<file path="config.mk">
export PLATFORM = sky130hd
export DESIGN_NAME = reg_file_dumper
export DESIGN_NICKNAME = d
export VERILOG_FILES = /design/src/rtl/reg_file_dumper_pkg.sv /design/src/rtl/word_serializer.sv /design/src/rtl/reg_file_dumper.sv
export SDC_FILE = /design/constraint.sdc
export NUM_CORES = 1
export LEC_CHECK = 0
export ABC_AREA = 1
export BUFFER_PORTS_ARGS = -buffer_cell sky130_fd_sc_hd__buf_2
export CELL_PAD_IN_SITES_DETAIL_PLACEMENT = 1
export CELL_PAD_IN_SITES_GLOBAL_PLACEMENT = 1
export CORE_MARGIN = 2
export CORE_UTILIZATION = 35
export DETAILED_ROUTE_END_ITERATION = 16
export PLACE_DENSITY_LB_ADDON = 0.1
export RECOVER_POWER = 50
export SYNTH_ARGS = -nofsm -noshare
export SYNTH_HDL_FRONTEND = slang
export SYNTH_HIERARCHICAL = 1
export SYNTH_SLANG_ARGS = --single-unit
</file>
<file path="constraint.sdc">
create_clock -name clk -period 2 [get_ports clk]
set_input_delay 0.4 -clock clk [delete_from_list [all_inputs] [get_ports clk]]
set_output_delay 0.4 -clock clk [all_outputs]
set_load 0.01 [all_outputs]
</file>
<file path="src/rtl/reg_file_dumper_pkg.sv">
// Shared FSM state type and header constant for reg_file_dumper.
// The HEADER state exists only when REG_FILE_DUMPER_HEADER_EN is defined.
package reg_file_dumper_pkg;

    typedef enum logic [2:0] {
        IDLE   = 3'd0,
        LATCH  = 3'd1,
        SEND   = 3'd2,
        DONE   = 3'd3
`ifdef REG_FILE_DUMPER_HEADER_EN
        , HEADER = 3'd4
`endif
    } dump_state_t;

    localparam logic [7:0] DUMP_HEADER_BYTE = 8'hA5;

endpackage

</file>
<file path="src/rtl/word_serializer.sv">
// Word shift register, byte counter and valid/ready output stage.
// Emits the captured word MSB-first, one NB_BYTE slice per accepted transfer.
module word_serializer
    import reg_file_dumper_pkg::*;
#(
    parameter int NB_DATA = 32,
    parameter int NB_BYTE = 8
) (
    input  logic               clk,
    input  logic               i_reset,
    input  logic               i_load,
    input  logic [NB_DATA-1:0] i_word,
    input  logic               i_load_hdr,
    input  logic               i_send,
    input  logic               i_tx_ready,
    output logic [NB_BYTE-1:0] o_tx_data,
    output logic               o_tx_valid,
    output logic               o_last_xfer
);

    localparam int NB_WORD_BYTES = NB_DATA / NB_BYTE;
    localparam int NB_CNT        = (NB_WORD_BYTES > 1) ? $clog2(NB_WORD_BYTES) : 1;
    localparam logic [NB_CNT-1:0] LAST_BYTE = NB_CNT'(NB_WORD_BYTES - 1);

    logic [NB_DATA-1:0] shreg_q;
    logic [NB_CNT-1:0]  cnt_q;
    logic               xfer;

    assign o_tx_valid  = i_send;
    assign o_tx_data   = shreg_q[NB_DATA-1 -: NB_BYTE];
    assign xfer        = i_send & i_tx_ready;
    assign o_last_xfer = xfer & (cnt_q == LAST_BYTE);

    // A header load presets the counter to the last slot so a single transfer completes it.
    always_ff @(posedge clk) begin
        if (i_reset) begin
            shreg_q <= '0;
            cnt_q   <= '0;
        end else if (i_load) begin
            shreg_q <= i_word;
            cnt_q   <= '0;
        end else if (i_load_hdr) begin
            shreg_q                        <= '0;
            shreg_q[NB_DATA-1 -: NB_BYTE]  <= NB_BYTE'(DUMP_HEADER_BYTE);
            cnt_q                          <= LAST_BYTE;
        end else if (xfer) begin
            shreg_q <= shreg_q << NB_BYTE;
            cnt_q   <= (cnt_q == LAST_BYTE) ? '0 : cnt_q + 1'b1;
        end
    end

endmodule

</file>
<file path="src/rtl/reg_file_dumper.sv">
// Streams every register of a register file out as bytes over a valid/ready link.
// Optional leading 0xA5 header byte when REG_FILE_DUMPER_HEADER_EN is defined.
module reg_file_dumper
    import reg_file_dumper_pkg::*;
#(
    parameter int NB_DATA = 32,
    parameter int NB_ADDR = 5,
    parameter int NB_BYTE = 8
) (
    input  logic               clk,
    input  logic               i_reset,
    input  logic               i_start,
    output logic [NB_ADDR-1:0] o_rd_addr,
    input  logic [NB_DATA-1:0] i_rd_data,
    output logic [NB_BYTE-1:0] o_tx_data,
    output logic               o_tx_valid,
    input  logic               i_tx_ready,
    output logic               o_busy,
    output logic               o_done
);

    localparam logic [NB_ADDR-1:0] LAST_REG = '1;

    dump_state_t        state_q, state_d;
    logic [NB_ADDR-1:0] idx_q, idx_d;
    logic               load, load_hdr, send, last_xfer;

    always_ff @(posedge clk) begin
        if (i_reset) begin
            state_q <= IDLE;
            idx_q   <= '0;
        end else begin
            state_q <= state_d;
            idx_q   <= idx_d;
        end
    end

    always_comb begin
        state_d  = state_q;
        idx_d    = idx_q;
        o_busy   = 1'b1;
        o_done   = 1'b0;
        load     = 1'b0;
        load_hdr = 1'b0;
        send     = 1'b0;
        case (state_q)
            IDLE: begin
                o_busy = 1'b0;
                idx_d  = '0;
                if (i_start) begin
`ifdef REG_FILE_DUMPER_HEADER_EN
                    load_hdr = 1'b1;
                    state_d  = HEADER;
`else
                    state_d  = LATCH;
`endif
                end
            end
`ifdef REG_FILE_DUMPER_HEADER_EN
            HEADER: begin
                send = 1'b1;
                if (last_xfer) state_d = LATCH;
            end
`endif
            LATCH: begin
                load    = 1'b1;
                state_d = SEND;
            end
            SEND: begin
                send = 1'b1;
                if (last_xfer) begin
                    if (idx_q == LAST_REG) begin
                        state_d = DONE;
                    end else begin
                        idx_d   = idx_q + 1'b1;
                        state_d = LATCH;
                    end
                end
            end
            DONE: begin
                o_done  = 1'b1;
                idx_d   = '0;
                state_d = IDLE;
            end
            default: begin
                idx_d   = '0;
                state_d = IDLE;
            end
        endcase
    end

    assign o_rd_addr = idx_q;

    word_serializer #(
        .NB_DATA (NB_DATA),
        .NB_BYTE (NB_BYTE)
    ) u_serializer (
        .clk         (clk),
        .i_reset     (i_reset),
        .i_load      (load),
        .i_word      (i_rd_data),
        .i_load_hdr  (load_hdr),
        .i_send      (send),
        .i_tx_ready  (i_tx_ready),
        .o_tx_data   (o_tx_data),
        .o_tx_valid  (o_tx_valid),
        .o_last_xfer (last_xfer)
    );

endmodule

</file>
* Word level (Yosys, flattened, before mapping) *
Index checks and enable logic that the tools add are counted.

operators by class
  order comparisons = 0
  eq/ne operators = 8
  multiplexer cells = 14
  bitwise operators = 3
  multiply operators = 0
  shift-type cells = 0
  $add $sub $neg = 2
  reductions and logical operators = 5
  div/mod/pow operators = 0

operator list
  cell                                                              count
  32-bit two-way mux                                                2
  5-bit two-way mux                                                 2
  5-bit one-hot mux with 2 select lines                             1
  3-bit one-hot mux with 3 select lines                             1
  3-bit by 2-bit == test with 1-bit output (second input constant)  2
  3-bit two-way mux                                                 2
  2-bit inequality test (second input constant)                     3
  5-bit by 1-bit adder with 5-bit output (second input constant)    1
  5-bit == test (second input constant)                             1
  1-bit two-way mux                                                 4
  2-bit two-way mux                                                 2
  3-bit by 1-bit == test with 1-bit output (second input constant)  1
  3-bit logical NOT                                                 1
  3-bit AND reduction                                               1
  2-bit by 1-bit adder with 2-bit output (second input constant)    1
  1-bit AND                                                         2
  2-bit == test (second input constant)                             1
  2-bit AND reduction                                               1
  2-bit nonzero test                                                1
  2-bit OR reduction                                                1
  1-bit inverter                                                    1

word-level totals
  output and inout port bits = 16
  register bits after elaboration = 42
  input bits = 36
  memories kept = 0
  latch bits = 0
  bits in read-only memories = 0
  memory bits (writable) = 0
  logic and storage cells = 36

* Depth between registers and ports, before layout *
  depth after elaboration = 6
  mapped depth = 11

* Modules after synthesis *
The synthesis kept the hierarchy.

modules (own cells, without submodules)
  module           cells each  area each (µm²)  instances
  word_serializer  250         1685.4           1
  reg_file_dumper  59          392.9            1

* Worst setup path after synthesis *
Ideal clock, no wire load.

  path kind = reg-to-reg
  from = register state_q[1]
  to = register idx_q[3] (netlist: o_rd_addr[3])
  data required time = 1.890 ns
  setup slack = 0.482 ns
  data arrival time = 1.409 ns
  buffers on the path = 0
  period minus slack after synthesis = 1.518 ns
  stages on the path, launching flop included = 10
  path through = dfxtp_1 -> inv_2 -> nor2_4 -> nand2_1 -> nor2_1 -> nand2_1 -> a21oi_1 -> nand2_1 -> nand2_1 -> nor2_1

between the ends
  word-level cells in the longest chain between the ends = 6
  elaborated cells between the ends (all ways) = 10

ends and longest elaborated chain
  what                                      line                   RTL
  start: declaration                        reg_file_dumper.sv:24  dump_state_t state_q, state_d;
  start signal: assignment                  reg_file_dumper.sv:33  state_q <= state_d;
  3-bit by 2-bit == test with 1-bit output  reg_file_dumper.sv:46  case (state_q)
  1-bit two-way mux                         reg_file_dumper.sv:46
  named net send                            reg_file_dumper.sv:26  logic load, load_hdr, send, last_xfer;
  1-bit AND                                 word_serializer.sv:31  assign xfer = i_send & i_tx_ready;
  1-bit AND                                 word_serializer.sv:32  assign o_last_xfer = xfer & (cnt_q == LAST_BYTE);
  named net last_xfer                       reg_file_dumper.sv:26
  2-bit inequality test (no source line)    -
  3-bit AND reduction (no source line)      -
  end signal: assignment                    reg_file_dumper.sv:34  idx_q <= idx_d;
  end: declaration                          reg_file_dumper.sv:25  logic [NB_ADDR-1:0] idx_q, idx_d;

The timed path passes the listed nets, and every way through them passes these cells.
A chain may end at the register's enable or synchronous reset.

* Worst setup path in the final report *
  from = register state_q[1]
  to = register u_serializer.shreg_q[20]

between the ends
  word-level cells in the longest chain between the ends = 4
  elaborated cells between the ends (all ways) = 7

ends and longest elaborated chain
  what                                      line                   RTL
  3-bit by 2-bit == test with 1-bit output  reg_file_dumper.sv:46
  1-bit two-way mux                         reg_file_dumper.sv:46
  1-bit AND                                 word_serializer.sv:31
  2-bit nonzero test (no source line)       -
  end signal: assignment                    word_serializer.sv:40  shreg_q <= i_word;
  end signal: indexed assignment            word_serializer.sv:44  shreg_q[NB_DATA-1 -: NB_BYTE] <= NB_BYTE'(DUMP_HEADER_BYTE);
  end signal: assignment                    word_serializer.sv:47  shreg_q <= shreg_q << NB_BYTE;
  end: declaration                          word_serializer.sv:25  logic [NB_DATA-1:0] shreg_q;

Parallel ways exist; a longest one is shown, timed or not.

==> summary.json <==
{
  "status": {"value": "finished, final reports clean"},
  "number_of_fillers_in_the_final_layout": {"value": 818},
  "grt_first_pass_wirelength": {"value": 8.452, "unit": "mm"},
  "grt_use_total": {"value": 0.1662},
  "row_count": {"value": 28},
  "min_period": {"value": 1.752, "unit": "ns"},
  "routedWlPerCell": {"value": 11.86, "unit": "µm"},
  "slew_headroom": {"value": 0.6449},
  "antenna_found_initial": {"value": 0},
  "clock_sink_count": {"value": 41},
  "cp.arrival": {"value": 1.93, "unit": "ns"},
  "yosys_warnings": {"value": 6},
  "core_region_area": {"value": 5816, "unit": "µm²"},
  "ys_ff_latch": {"value": 41},
  "timing.max_cap.violations": {"value": 0},
  "critical_path.endpoint_type": {"value": "flip-flop"},
  "synth_sequential_area_ratio": {"value": 0.3949},
  "syn_avg_cell_area": {"value": 6.726, "unit": "µm²"},
  "initialDrtViolationCount": {"value": 80},
  "drt.antenna.violating_nets": {"value": 0},
  "finalSetupViolations": {"value": 0},
  "drt-vias-per-instance": {"value": 4.541},
  "finalPower": {"value": 2.209, "unit": "mW"},
  "least_margin_pin_slew": {"value": 0.5320, "unit": "ns"},
  "holdCritPathClass": {"value": "input port to flip-flop"},
  "powerDensity": {"value": 913.2, "unit": "nW/µm²"},
  "synthCells": {"value": 309},
  "via_count_of_the_first_global_routing_pass": {"value": 1800},
  "cts_max_path_buffers": {"value": 2},
  "worst_setup_path_endpoint": {"value": "u_serializer/shreg_q[20]$_SDFFE_PP0P_"},
  "grt_ovf": {"value": 0},
  "nets": {"value": 392},
  "floorplan.die_area": {"value": 6570, "unit": "µm²"},
  "critical_path_required": {"value": 2.18, "unit": "ns"},
  "num_antenna_cells": {"value": 0},
  "detailed_router_iteration_count_before_antenna_repair": {"value": 4},
  "ys_types": {"value": 23},
  "fmaxAchievable": {"value": 0.5709, "unit": "GHz"},
  "drc": {"value": 0},
  "r2r_end": {"value": "u_serializer/shreg_q[20]$_SDFFE_PP0P_"},
  "clock_tree.htree_level_count": {"value": 2},
  "ir_drop": {"value": 318.4, "unit": "µV"},
  "numPortBuffers": {"value": 51},
  "mostFrequentLayoutCell": {"value": "sky130_fd_sc_hd__nand2_1"},
  "drive_gt1_frac": {"value": 0.1667},
  "tritoncts_clock_tree": {"value": "done"},
  "timing_max_transition_violations_final": {"value": 0},
  "area.growth.synth_to_final": {"value": 16.38, "unit": "%"},
  "timing.final.crit_share": {"value": 0.8758},
  "num_vias": {"value": 1948},
  "critical_path.max_fanout": {"value": 32},
  "die_w": {"value": 81.06, "unit": "µm"},
  "routed_wl": {"value": 5.086, "unit": "mm"},
  "timing.reg2reg.setup_slack": {"value": 0.25, "unit": "ns"},
  "post_cts_resized": {"value": 0},
  "final.setup_skew": {"value": 0.01012, "unit": "ns"},
  "clock_insertion_delay_worst_skew": {"value": 0.29, "unit": "ns"},
  "dieHeight": {"value": 81.06, "unit": "µm"},
  "grt_setup_unrepaired": {"value": "false"},
  "synth_area": {"value": 2078, "unit": "µm²"},
  "post-route-worst-setup-slack": {"value": 0.2484, "unit": "ns"},
  "count_of_boundary_i_o_pins": {"value": 52},
  "final_area": {"value": 2419, "unit": "µm²"},
  "power.static_leakage": {"value": 1.110, "unit": "nW"},
  "path_class": {"value": "flip-flop to flip-flop"},
  "postPlaceCellArea": {"value": 2303, "unit": "µm²"},
  "hold-worst-slack": {"value": 0.3529, "unit": "ns"},
  "commonest_cells_after_routing_fill_and_taps_aside": {"value": "sky130_fd_sc_hd__nand2_1, sky130_fd_sc_hd__nor2_1, sky130_fd_sc_hd__dfxtp_1, sky130_fd_sc_hd__buf_2, sky130_fd_sc_hd__o21ai_0"},
  "initial_utilization": {"value": 0.3574},
  "startpoint_of_the_worst_register_to_register_path": {"value": "state_q[1]$_SDFFE_PP0P_"},
  "final.setup.tns": {"value": 0, "unit": "ns"},
  "finalWeightedCongestion": {"value": 0.7190},
  "place_worst_setup_slack": {"value": 0.2543, "unit": "ns"},
  "timing.critical_path.from": {"value": "state_q[1]$_SDFFE_PP0P_"},
  "post_cts.repair.setup_buffers": {"value": 0},
  "grt_max_degree": {"value": 33},
  "cts_root_buffer": {"value": "sky130_fd_sc_hd__clkbuf_8"},
  "cts_made_buffers": {"value": 5},
  "postCtsHoldBufs": {"value": 0},
  "timing.critical_path.from_type": {"value": "flip-flop"},
  "hold_viol_final": {"value": 0},
  "clkTransAtPathRegs": {"value": 0.09, "unit": "ns"},
  "rr_worst_depth": {"value": 7},
  "dp.final_hpwl": {"value": 3.531, "unit": "mm"}
}
[area by class of cell]
class	count	area [µm²]	area share
multi-input cells	230	1027	0.4247
flip-flops and latches	41	820.8	0.3394
repair buffers	55	265.3	0.1097
well taps	75	93.84	0.03880
inverters	20	77.57	0.03207
clock buffers	5	68.82	0.02845
clock inverters	3	65.06	0.02690
[metrics by stage]
step,util,std cells
3_3_place_gp,0.3961,421
6_report,0.4159,429
3_5_place_dp,0.3961,421
4_1_cts,0.4191,429
2_1_floorplan,-,316
5_1_grt,0.4159,429
[synth_stat cells]
master / number / share of area
sky130_fd_sc_hd__inv_1: 17 / 0.031
sky130_fd_sc_hd__dfxtp_1: 41 / 0.39
sky130_fd_sc_hd__buf_2: 4 / 0.0096
sky130_fd_sc_hd__inv_2: 2 / 0.0036
sky130_fd_sc_hd__nand2_4: 2 / 0.011
sky130_fd_sc_hd__buf_6: 3 / 0.016
sky130_fd_sc_hd__a21oi_1: 19 / 0.046
sky130_fd_sc_hd__buf_4: 13 / 0.047
sky130_fd_sc_hd__nor2_1: 48 / 0.087
sky130_fd_sc_hd__buf_1: 1 / 0.0018
sky130_fd_sc_hd__nand4_1: 1 / 0.0030
sky130_fd_sc_hd__nand2_2: 1 / 0.0030
sky130_fd_sc_hd__clkbuf_8: 1 / 0.0066
sky130_fd_sc_hd__ha_1: 3 / 0.018
sky130_fd_sc_hd__nand2_1: 94 / 0.17
sky130_fd_sc_hd__o21ai_0: 26 / 0.063
sky130_fd_sc_hd__a31oi_1: 1 / 0.0030
sky130_fd_sc_hd__nand3_1: 23 / 0.055
sky130_fd_sc_hd__inv_4: 1 / 0.0030
sky130_fd_sc_hd__clkbuf_1: 3 / 0.0054
sky130_fd_sc_hd__nand3_2: 1 / 0.0048
sky130_fd_sc_hd__nor2_4: 3 / 0.016
sky130_fd_sc_hd__conb_1: 1 / 0.0018
[flip-flops by register name, summed over array words and instances (netlist names)]
name                  flops
u_serializer/shreg_q     32
state_q                   2
u_serializer/cnt_q        2
o_rd_addr                 5
[power by group]
group | internal [mW] | total (mW) | switching, mW
combinational | 0.164 | 0.477 | 0.312
clock | 0.496 | 0.789 | 0.293
sequential | 0.899 | 0.943 | 0.0446
[layer usage]
| layer | up-vias | share of wire | GRT usage |
|---|---|---|---|
| li1 | 1043 | - | - |
| met1 | 868 | 0.50 | 0.2205 |
| met2 | 32 | 0.46 | 0.2702 |
| met3 | 5 | 0.039 | 0.04222 |
| met4 | 0 | 0.0092 | 0.04068 |
| met5 | - | 0 | 0 |
[worst min path at each step]
stage,startpoint,end,slack (ns),depth (start not counted)
2_1_floorplan,u_serializer/shreg_q[0]$_SDFFE_PP0P_,u_serializer/shreg_q[0]$_SDFFE_PP0P_,0.43,2
3_3_place_gp,u_serializer/shreg_q[7]$_SDFFE_PP0P_,u_serializer/shreg_q[7]$_SDFFE_PP0P_,0.45,2
3_5_place_dp,u_serializer/shreg_q[3]$_SDFFE_PP0P_,u_serializer/shreg_q[3]$_SDFFE_PP0P_,0.46,2
4_1_cts,i_rd_data[1],u_serializer/shreg_q[1]$_SDFFE_PP0P_,0.35,3
5_1_grt,i_rd_data[1],u_serializer/shreg_q[1]$_SDFFE_PP0P_,0.35,3
6_report,i_start,state_q[0]$_SDFFE_PP0P_,0.35,3
[logic make-up after synthesis]
kind of cell	synth area share
and+or+nand+nor	0.3498
DFF	0.3949
AOI/OAI and AO/OA	0.1114
buffers and inverters	0.1240
adders and majority gates	0.01806
other	0.001804
[worst max-delay path, stage by stage, from the launching register on]
cell and delay [ns]:
sky130_fd_sc_hd__dfxtp_1 0.43, sky130_fd_sc_hd__inv_2 0.08, sky130_fd_sc_hd__nor2_4 0.19, sky130_fd_sc_hd__nand2_1 0.18
sky130_fd_sc_hd__nand2_2 0.29, sky130_fd_sc_hd__inv_4 0.21, sky130_fd_sc_hd__nor2_1 0.18, sky130_fd_sc_hd__nor2_1 0.06
Note: power is estimated with default switching activity, not from simulation.
